[config.mk]
export PLATFORM = sky130hd
export DESIGN_NAME = piso_serializer
export DESIGN_NICKNAME = d
export VERILOG_FILES = /design/src/rtl/piso_serializer.sv
export SDC_FILE = /design/constraint.sdc
export NUM_CORES = 1
export LEC_CHECK = 0
export BUFFER_PORTS_ARGS = -buffer_cell sky130_fd_sc_hd__clkbuf_2
export CAP_MARGIN = 0
export CORE_AREA = 4 4 41 43
export CTS_CLUSTER_SIZE = 12
export DETAILED_ROUTE_END_ITERATION = 8
export DIE_AREA = 0 0 45 47
export MAX_ROUTING_LAYER = met4
export PLACE_DENSITY = 0.56
export SLEW_MARGIN = 20
export SYNTH_ARGS = -nofsm -noshare
export SYNTH_HDL_FRONTEND = slang
export SYNTH_SLANG_ARGS = --single-unit
[constraint.sdc]
create_clock -name i_clk -period 2.8 [get_ports i_clk]
set_input_delay 0.14 -clock i_clk [delete_from_list [all_inputs] [get_ports i_clk]]
set_output_delay 0.14 -clock i_clk [all_outputs]
set_load 0.005 [all_outputs]
[src/rtl/piso_serializer.sv]
// piso_serializer: parallel-in, serial-out word reader.
//
// A WIDTH-bit word is accepted over a valid/ready load handshake. It is
// captured into an internal shift register and then drained one bit per
// serial handshake (o_svalid/i_sready). o_last flags the final bit of each
// frame. A new word may load on the same edge as the final bit transfers,
// so frames can follow each other back to back.
//
// Parameters
//   WIDTH      data word width, 2..32
//   MSB_FIRST  1: bit WIDTH-1 is sent first; 0: bit 0 is sent first
//
// Optional feature (macro PISO_PARITY_EN)
//   When defined, an even-parity bit (XOR of the loaded word) is appended
//   after the data bits, so a frame is WIDTH+1 bits long.
//
// Ports
//   i_clk      clock, rising edge
//   i_reset_n  asynchronous active-low reset
//   i_valid    parallel word offered on i_d
//   o_ready    a word can be accepted this cycle (combinational on i_sready)
//   i_d        parallel word
//   o_sdata    current serial bit
//   o_svalid   o_sdata is valid
//   i_sready   consumer accepts o_sdata this cycle
//   o_last     current serial bit is the final bit of the frame
module piso_serializer #(
  parameter int WIDTH     = 4,
  parameter int MSB_FIRST = 1
) (
  input  logic             i_clk,
  input  logic             i_reset_n,
  input  logic             i_valid,
  output logic             o_ready,
  input  logic [WIDTH-1:0] i_d,
  output logic             o_sdata,
  output logic             o_svalid,
  input  logic             i_sready,
  output logic             o_last
);

`ifdef PISO_PARITY_EN
  localparam int F = WIDTH + 1;
`else
  localparam int F = WIDTH;
`endif
  localparam int CW = $clog2(F + 1);

  typedef enum logic {
    IDLE  = 1'b0,
    SHIFT = 1'b1
  } state_t;

  state_t         r_state;
  logic [F-1:0]   r_sreg;
  logic [CW-1:0]  r_cnt;

  logic [F-1:0]   w_load_word;
  logic           w_load;
  logic           w_xfer;

  // The parity bit is placed in the register at load time on the side that
  // drains last, so it falls out of the normal shift after the data bits.
  always_comb begin
    w_load_word = '0;
`ifdef PISO_PARITY_EN
    if (MSB_FIRST != 0) w_load_word = {i_d, ^i_d};
    else                w_load_word = {^i_d, i_d};
`else
    w_load_word = i_d;
`endif
  end

  assign o_svalid = (r_state == SHIFT);
  assign o_last   = (r_state == SHIFT) && (r_cnt == CW'(F - 1));
  assign o_sdata  = (MSB_FIRST != 0) ? r_sreg[F-1] : r_sreg[0];
  assign o_ready  = (r_state == IDLE) || (o_last && i_sready);

  assign w_load = i_valid && o_ready;
  assign w_xfer = o_svalid && i_sready;

  always_ff @(posedge i_clk or negedge i_reset_n) begin
    if (!i_reset_n) begin
      r_state <= IDLE;
      r_sreg  <= '0;
      r_cnt   <= '0;
    end else begin
      // A load can coincide with a transfer only on the final bit; the load
      // wins so the next frame starts without a bubble.
      if (w_load) begin
        r_sreg  <= w_load_word;
        r_cnt   <= '0;
        r_state <= SHIFT;
      end else if (w_xfer) begin
        if (MSB_FIRST != 0) r_sreg <= {r_sreg[F-2:0], 1'b0};
        else                r_sreg <= {1'b0, r_sreg[F-1:1]};
        r_cnt <= r_cnt + 1'b1;
        if (o_last) r_state <= IDLE;
      end
    end
  end

endmodule

==> out/qor.csv, run 1 <==
stage,metric,value,unit
placement,dp_slack,1.313,ns
logic_synthesis,synth_nets,59,
clock_network,numCtsBuffers,3,
logic_synthesis,synth_cell_types,20,
route,num_vias,411,
route,wl_per_cell,13.42,µm
timing,setup_violations,0,
floorplan,rows,13,
floorplan,design.core.area,1301,µm²
placement,io_buffer_count,11,
floorplan,dieArea,2115,µm²
power_and_ir_drop,p_leak,0.3016,nW
timing,tightest_slew,0.4518,ns
timing,post-route-period-util,56.49,%
logic_synthesis,synth_flop_cell,dfrtp_1,
setup_path,rr_worst_depth,5,
floorplan,die_x,45,µm
logic_synthesis,syn_inst,49,
clock_network,cts-root-buf,clkbuf_4,
setup_path,worstReg2RegStart,r_cnt[0],
route,ant_nets,0,
clock_network,clock_latency,0.25,ns
global_route,antenna_found_initial,0,
setup_path,arrival,1.44,ns
clock_network,cts.repair.resized,0,
floorplan,initial_utilization,39.23,%
route,drt_iter0_markers,7,
setup_path,path_class,reg -> out,
global_route,grt_pass1_wl,1.711,mm
placement,gp_congestion,0.6977,
logic_synthesis,yosys-top-cells-count,"dfrtp_1 (8), nand2b_1 (5), a21oi_1 (4), mux2_2 (4), mux2i_1 (4)",
global_route,grt_max_degree,16,
setup_path,crit_path_end_kind,primary output,
logic_synthesis,ys_async_sr_fraction,100.0,%
run_status,status,"finished, final reports clean",
cells_and_area,area_delta_synth_final,16.67,%
logic_synthesis,yosys.area.top_type,dfrtp_1,
hold_path,holdPathStages,3,
hold_path,hold_path.class,in -> reg,
clock_network,clk_pin_slew,0.06,ns
clock_network,cts_tree,yes,
logic_synthesis,synth_area_leaders,"dfrtp_1 (39%), mux2_2 (8.8%), mux2i_1 (7.8%), nand2b_1 (6.1%), a22o_1 (5.1%)",
clock_network,htreeDepth,1,
power_and_ir_drop,ir_drop,0.0004280,V
timing,setup_ws,1.218,ns
placement,placedCellCount,72,
cells_and_area,drive_gt1_share,32.79,%
route,drc,0,
logic_synthesis,synth_seq_cells,8,
logic_synthesis,yosysSeqAreaShare,39.22,%
timing,hold_ws,0.1683,ns
logic_synthesis,synth.most_common_cell,dfrtp_1,
power_and_ir_drop,power.density,841.8,nW/µm²
cells_and_area,fin_util,45.77,%
placement,hpwl,742.9,µm
logic_synthesis,synth_area,510.5,µm²
logic_synthesis,synth_edf_count,0,
global_route,track_usage,12.32,%
global_route,first_global_vias,385,
route,via_per_inst,5.408,
floorplan,die_h,47,µm
cells_and_area,final_nets,73,
run,drv_cap,0,
timing,finalHoldViolations,0,
setup_path,cp-start-kind,flop,
setup_path,worstSetupStartpoint,r_cnt[0],
cells_and_area,instances_no_fill,76,
timing,layout_min_cycle_time,1.582,ns
timing,slew_viol_final,0,
floorplan,io-pin-count,12,
clock_network,cts_buffer_depth,2,
logic_synthesis,avgSynthCellArea,10.42,µm²
timing,max_freq,632.2,MHz
cells_and_area,diodes,0,
setup_path,required,2.66,ns
route,wl,1.020,mm
setup_path,worst-path-max-fanout,5,
global_route,grt_overflow,0,
logic_synthesis,ys_warn_count,0,
clock_network,cts_sinks,8,
timing,tns,0,ns
logic_synthesis,yosysTopAreaCellShare,39.22,%
timing,maxSlewHeadroom,69.88,%
hold_path,hp-start,i_d[0],
timing,rsz0062_at_grt,false,
timing,skew,0.005275,ns
route,drtPass1Iterations,4,
==> layer usage <==
metal  GRT usage (%)  part of all wire, %  vias up
met5               -                    0        -
met4           5.263                  1.2        0
met3           5.747                  5.5        2
met2           17.23                   45       13
met1           15.05                   48      191
li1                -                    -      205
==> state kept, by name (all words and copies together), names as in the netlist <==
| signal | count |
|---|---|
| o_svalid | 1 |
| r_cnt | 3 |
| r_sreg | 4 |
==> stage by stage <==
step / cell area, µm² / total power, mW
after CTS: 595.6 / 0.5087
after floorplan: 510.5 / 0.3623
after global routing: 595.6 / 0.5495
after detailed placement: 563.0 / 0.4162
final: 595.6 / 0.5014
after global placement: 563.0 / 0.4192
==> layout by cell type (no fill, tap or decap), types with 2 or more instances in the layout <==
| master | count |
|---|---|
| a21oi_1 | 4 |
| a22o_1 | 3 |
| clkbuf_2 | 11 |
| clkbuf_4 | 3 |
| dfrtp_1 | 8 |
| ha_1 | 2 |
| inv_1 | 2 |
| mux2_2 | 4 |
| mux2i_1 | 4 |
| nand2_1 | 2 |
| nand2b_1 | 5 |
| nor2b_1 | 2 |
| o22ai_1 | 3 |
==> final timing paths <==
| kind | to | slack [ns] |
|---|---|---|
| min | r_sreg[0] | 0.17 |
| min in group asynchronous | r_sreg[0] | 0.27 |
| max reg2reg | r_cnt[1] | 1.31 |
| min reg2reg | r_cnt[2] | 0.51 |
| max in group asynchronous | r_sreg[3] | 2.35 |
| max | o_last | 1.22 |
==> worst max-delay path, stage by stage, from the launching register on <==
cell,delay (ns)
dfrtp_1,0.40
ha_1,0.22
ha_1,0.26
and2_2,0.21
clkbuf_2,0.10
==> area by class of cell <==
| class | instances | area [µm²] |
|---|---|---|
| Sequential cell | 8 | 200.2 |
| Clock buffer | 3 | 22.52 |
| Multi-Input combinational cell | 36 | 281.5 |
| Fill cell | 142 | 705.7 |
| Inverter | 2 | 7.507 |
| Tap cell | 15 | 18.77 |
| Timing Repair Buffer | 12 | 65.06 |
==> report_power, final <==
| group | internal, mW | switching, mW |
|---|---|---|
| clock network | 0.0491 | 0.0392 |
| logic | 0.123 | 0.0902 |
| registers | 0.160 | 0.0400 |
| total | 0.332 | 0.169 |
==> repair_timing <==
item / in CTS / in global routing
buffers inserted: 0 / 0
hold buffers: 1 / 0
hold endpoints to repair: 8 / 0
==> kinds of logic (layout without fill, tap and decap cells) <==
kind of cell               after synthesis  count (layout)  share of synthesized area, %
DFF                                      8               8                         39.22
AOI/OAI and AO/OA                       13              13                         17.89
muxes                                    8               8                         16.67
adders and majority gates                2               2                         4.901
and+or+nand+nor                         13              13                         15.69
buffers and inverters                    5              17                         5.638
Note: power is estimated with default switching activity, not from simulation.
==> run 2: changes to the inputs <==
--- a/config.mk
+++ b/config.mk
@@ -5,6 +5,7 @@
 export SDC_FILE = /design/constraint.sdc
 export NUM_CORES = 1
 export LEC_CHECK = 0
+export ABC_AREA = 1
 export BUFFER_PORTS_ARGS = -buffer_cell sky130_fd_sc_hd__clkbuf_2
 export CAP_MARGIN = 0
 export CORE_AREA = 4 4 41 43
@@ -12,7 +13,7 @@
 export DETAILED_ROUTE_END_ITERATION = 8
 export DIE_AREA = 0 0 45 47
 export MAX_ROUTING_LAYER = met4
-export PLACE_DENSITY = 0.56
+export PLACE_DENSITY = 0.5
 export SLEW_MARGIN = 20
 export SYNTH_ARGS = -nofsm -noshare
 export SYNTH_HDL_FRONTEND = slang
==> constraint.sdc (replaced) <==
create_clock -name i_clk -period 1.6 [get_ports i_clk]
set_input_delay 0.08 -clock i_clk [delete_from_list [all_inputs] [get_ports i_clk]]
set_output_delay 0.08 -clock i_clk [all_outputs]
set_load 0.005 [all_outputs]
==> run 2 against run 1 <==
Effect of this change: setup slack got worse by 1.1 ns; sequential power grew 66%; sequential share of layout area up 3.6 points; non-clock buffer count did not move; final cell count is 7.9% higher; global-route usage down 2.2 points; clock power increased by 73%; combinational power up 37%; via count is 12% lower; routed wire length is 21% lower; synthesized area down 15%; critical path depth is 1 higher; critical endpoint is now o_ready; highest routed layer is now met3.
==> out/qor.csv, run 2 <==
stage,metric,value,unit,change
run_status,status,"finished, final reports clean",,
clock_network,cts-root-buf,clkbuf_4,,
power_and_ir_drop,power_frac_seq,42.8,%,+2.9 points
timing,layout_min_cycle_time,1.466,ns,
global_route,first_global_vias,349,,-9.4%
logic_synthesis,synth_area,431.7,µm²,-15%
timing,slew_viol_final,0,,unchanged
logic_synthesis,ys_warn_count,0,,unchanged
logic_synthesis,yosysTopAreaCellShare,46.38,%,+7.2 points
global_route,track_usage,10.09,%,-2.2 points
clock_network,numCtsBuffers,3,,unchanged
logic_synthesis,synth_nets,62,,+5.1%
logic_synthesis,yosys.area.top_type,dfrtp_1,,
logic_synthesis,synth_cell_types,12,,-40%
clock_network,clock_latency,0.25,ns,about the same
cells_and_area,area_delta_synth_final,24.64,%,
power_and_ir_drop,power.density,1441,nW/µm²,+71%
global_route,grt_overflow,0,,unchanged
route,wl_per_cell,9.841,µm,-27%
route,drt_iter0_markers,0,,-7
setup_path,crit_path_end_kind,primary output,,
logic_synthesis,yosys-top-cells-count,"nand2_1 (17), dfrtp_1 (8), inv_1 (8), nand3_1 (8)",,
cells_and_area,diodes,0,,unchanged
floorplan,dieArea,2115,µm²,unchanged
route,wl,807,µm,-21%
route,drc,0,,unchanged
route,dr_wl_met2,386,µm,-16%
setup_path,worst-path-max-fanout,7,,+2
global_route,grt_max_degree,9,,-7
placement,io_buffer_count,11,,unchanged
logic_synthesis,synth_seq_cells,8,,unchanged
power_and_ir_drop,comb_power_share,37.6,%,-4.9 points
floorplan,die_x,45,µm,unchanged
power_and_ir_drop,pwr-share-clk,19.7,%,+2.1 points
global_route,antenna_found_initial,0,,unchanged
timing,max_freq,682.0,MHz,
run,drv_cap,0,,unchanged
cells_and_area,final_nets,79,,+8.2%
route,m1WireLength,357,µm,-27%
cells_and_area,final_common_cell,nand2_1,,
cells_and_area,largest_reg_flops,4,,unchanged
power_and_ir_drop,ir_drop,0.0008488,V,+98%
timing,tightest_slew,0.2912,ns,-0.1606 ns
logic_synthesis,synth_area_leaders,"dfrtp_1 (46%), nand2_1 (15%), nand3_1 (9.3%), inv_1 (7.0%), ha_1 (5.8%)",,
logic_synthesis,synth_flop_cell,dfrtp_1,,
route,drtPass1Iterations,1,,-3
global_route,grt_pass1_wl,1.386,mm,-19%
timing,rsz0062_at_grt,false,,
timing,post-route-period-util,91.64,%,
clock_network,post-cts-setup-buffer-count,0,,unchanged
floorplan,die_h,47,µm,unchanged
route,via_per_inst,4.390,,-19%
logic_synthesis,ys_async_sr_fraction,100.0,%,unchanged
clock_network,cts_tree,yes,,
power_and_ir_drop,swShare,36.14,%,+2.4 points
floorplan,rows,13,,unchanged
power_and_ir_drop,p_leak,0.3100,nW,+2.8%
clock_network,clk_pin_slew,0.05,ns,about the same
placement,gp_congestion,0.7947,,+14%
logic_synthesis,avgSynthCellArea,8.301,µm²,-20%
clock_network,cts.repair.resized,0,,unchanged
cells_and_area,regMostFlops,r_sreg,,
logic_synthesis,synth.most_common_cell,nand2_1,,
setup_path,arrival,1.39,ns,-0.05 ns
cells_and_area,drive_gt1_share,32.84,%,+0.049 points
route,met3RoutedLength,63,µm,+13%
clock_network,cts_buffer_depth,2,,unchanged
timing,setup_violations,0,,unchanged
timing,skew,0.003647,ns,-0.001628 ns
route,ant_nets,0,,unchanged
hold_path,hold_path.class,in -> reg,,
cells_and_area,final_cell_mix,"nand2_1 (17), clkbuf_2 (11), inv_1 (8), nand3_1 (8), dfrtp_1 (8)",,
route,highest_layer,met3,,
floorplan,io-pin-count,12,,unchanged
floorplan,design.core.area,1301,µm²,unchanged
cells_and_area,fin_util,41.35,%,-4.4 points
setup_path,path_class,reg -> out,,
timing,maxSlewHeadroom,80.51,%,+11 points
logic_synthesis,yosysSeqAreaShare,46.38,%,+7.2 points
timing,finalHoldViolations,0,,unchanged
setup_path,required,1.52,ns,-1.14 ns
clock_network,cts_sinks,8,,unchanged
logic_synthesis,syn_inst,52,,+6.1%
route,num_vias,360,,-12%
timing,hold_ws,0.08198,ns,-0.08629 ns
timing,tns,0,ns,unchanged
logic_synthesis,synth_edf_count,0,,unchanged
power_and_ir_drop,switchingPower,0.2803,mW,+66%
clock_network,postCtsHoldBufs,1,,unchanged
clock_network,htreeDepth,1,,unchanged
floorplan,initial_utilization,33.17,%,-6.1 points
placement,hpwl,650.6,µm,-12%
setup_path,cp-start-kind,flop,,
power_and_ir_drop,p_int,0.4952,mW,+49%
==> run 2: changes by cell type after synthesis, sizes merged, moves of 2 or more <==
| cell | delta |
|---|---|
| a21oi | -4 |
| nand2 | +17 |
| nand3 | +8 |
| nor2b | -2 |
| inv | +8 |
| o21ai | +4 |
| buf | -3 |
| a22o | -3 |
| mux2i | -4 |
| o22ai | -3 |
| nand2b | -5 |
| mux2 | -4 |
==> run 2: power by group through the flow <==
stage / registers [mW] / logic [mW] / clock network (mW)
global placement: 0.335 / 0.302 / 0
finish: 0.332 / 0.291 / 0.153
detailed placement: 0.337 / 0.294 / 0
global route: 0.344 / 0.340 / 0.171
CTS: 0.334 / 0.299 / 0.161
floorplan: 0.327 / 0.214 / 0
==> run 2: per-stage QoR <==
stage | power (mW) | area [µm²] | worst slack (ns) | cells
final | 0.7755 | 538.0 | 0.1337 | 82
after global routing | 0.8550 | 538.0 | 0.04409 | 82
after CTS | 0.7943 | 538.0 | 0.1175 | 82
after detailed placement | 0.6313 | 505.5 | 0.1615 | 78
after global placement | 0.6370 | 505.5 | 0.1714 | 78
after floorplan | 0.5408 | 431.7 | 0.2728 | 52
==> run 2: layout make-up <==
class                      instances  area (µm²)
sequential                         8       200.2
inverter                          10       40.04
clock buffer                       3       22.52
multi-input combinational         34       191.4
fill                             140       763.2
timing repair buffer              12       65.06
tap                               15       18.77
==> run 2: kinds of logic after synthesis <==
logic type / synth area share (%)
flip-flops: 46.38
AND/OR/NAND/NOR: 29.56
adder cells (fa/ha/maj): 5.796
AO/OA/AOI/OAI: 8.986
buffers and inverters: 9.276
==> run 2: path summary, 6_finish.rpt <==
path                       startpoint   endpoint  slack (ns)  cells past startpoint
max in group asynchronous   i_reset_n  r_sreg[0]        1.21                      2
hold / removal                 i_d[0]  r_sreg[0]        0.08                      3
setup / recovery             r_cnt[0]    o_ready        0.13                      5
hold reg to reg             r_sreg[1]  r_sreg[1]        0.48                      2
min in group asynchronous   i_reset_n   o_svalid        0.20                      2
setup reg to reg             r_cnt[0]  r_sreg[1]        0.16                      8
==> run 2: worst max-delay path, cell delays in order (launching register included) <==
cell	delay, ns
dfrtp_1	0.41
ha_1	0.21
ha_1	0.19
nand2_1	0.09
nand2_2	0.10
clkbuf_2	0.14
==> run 2: layer usage <==
metal	track usage, %	up-vias
met2	16.38	9
met4	1.754	0
met5	-	-
li1	-	194
met1	10.16	157
met3	6.897	0
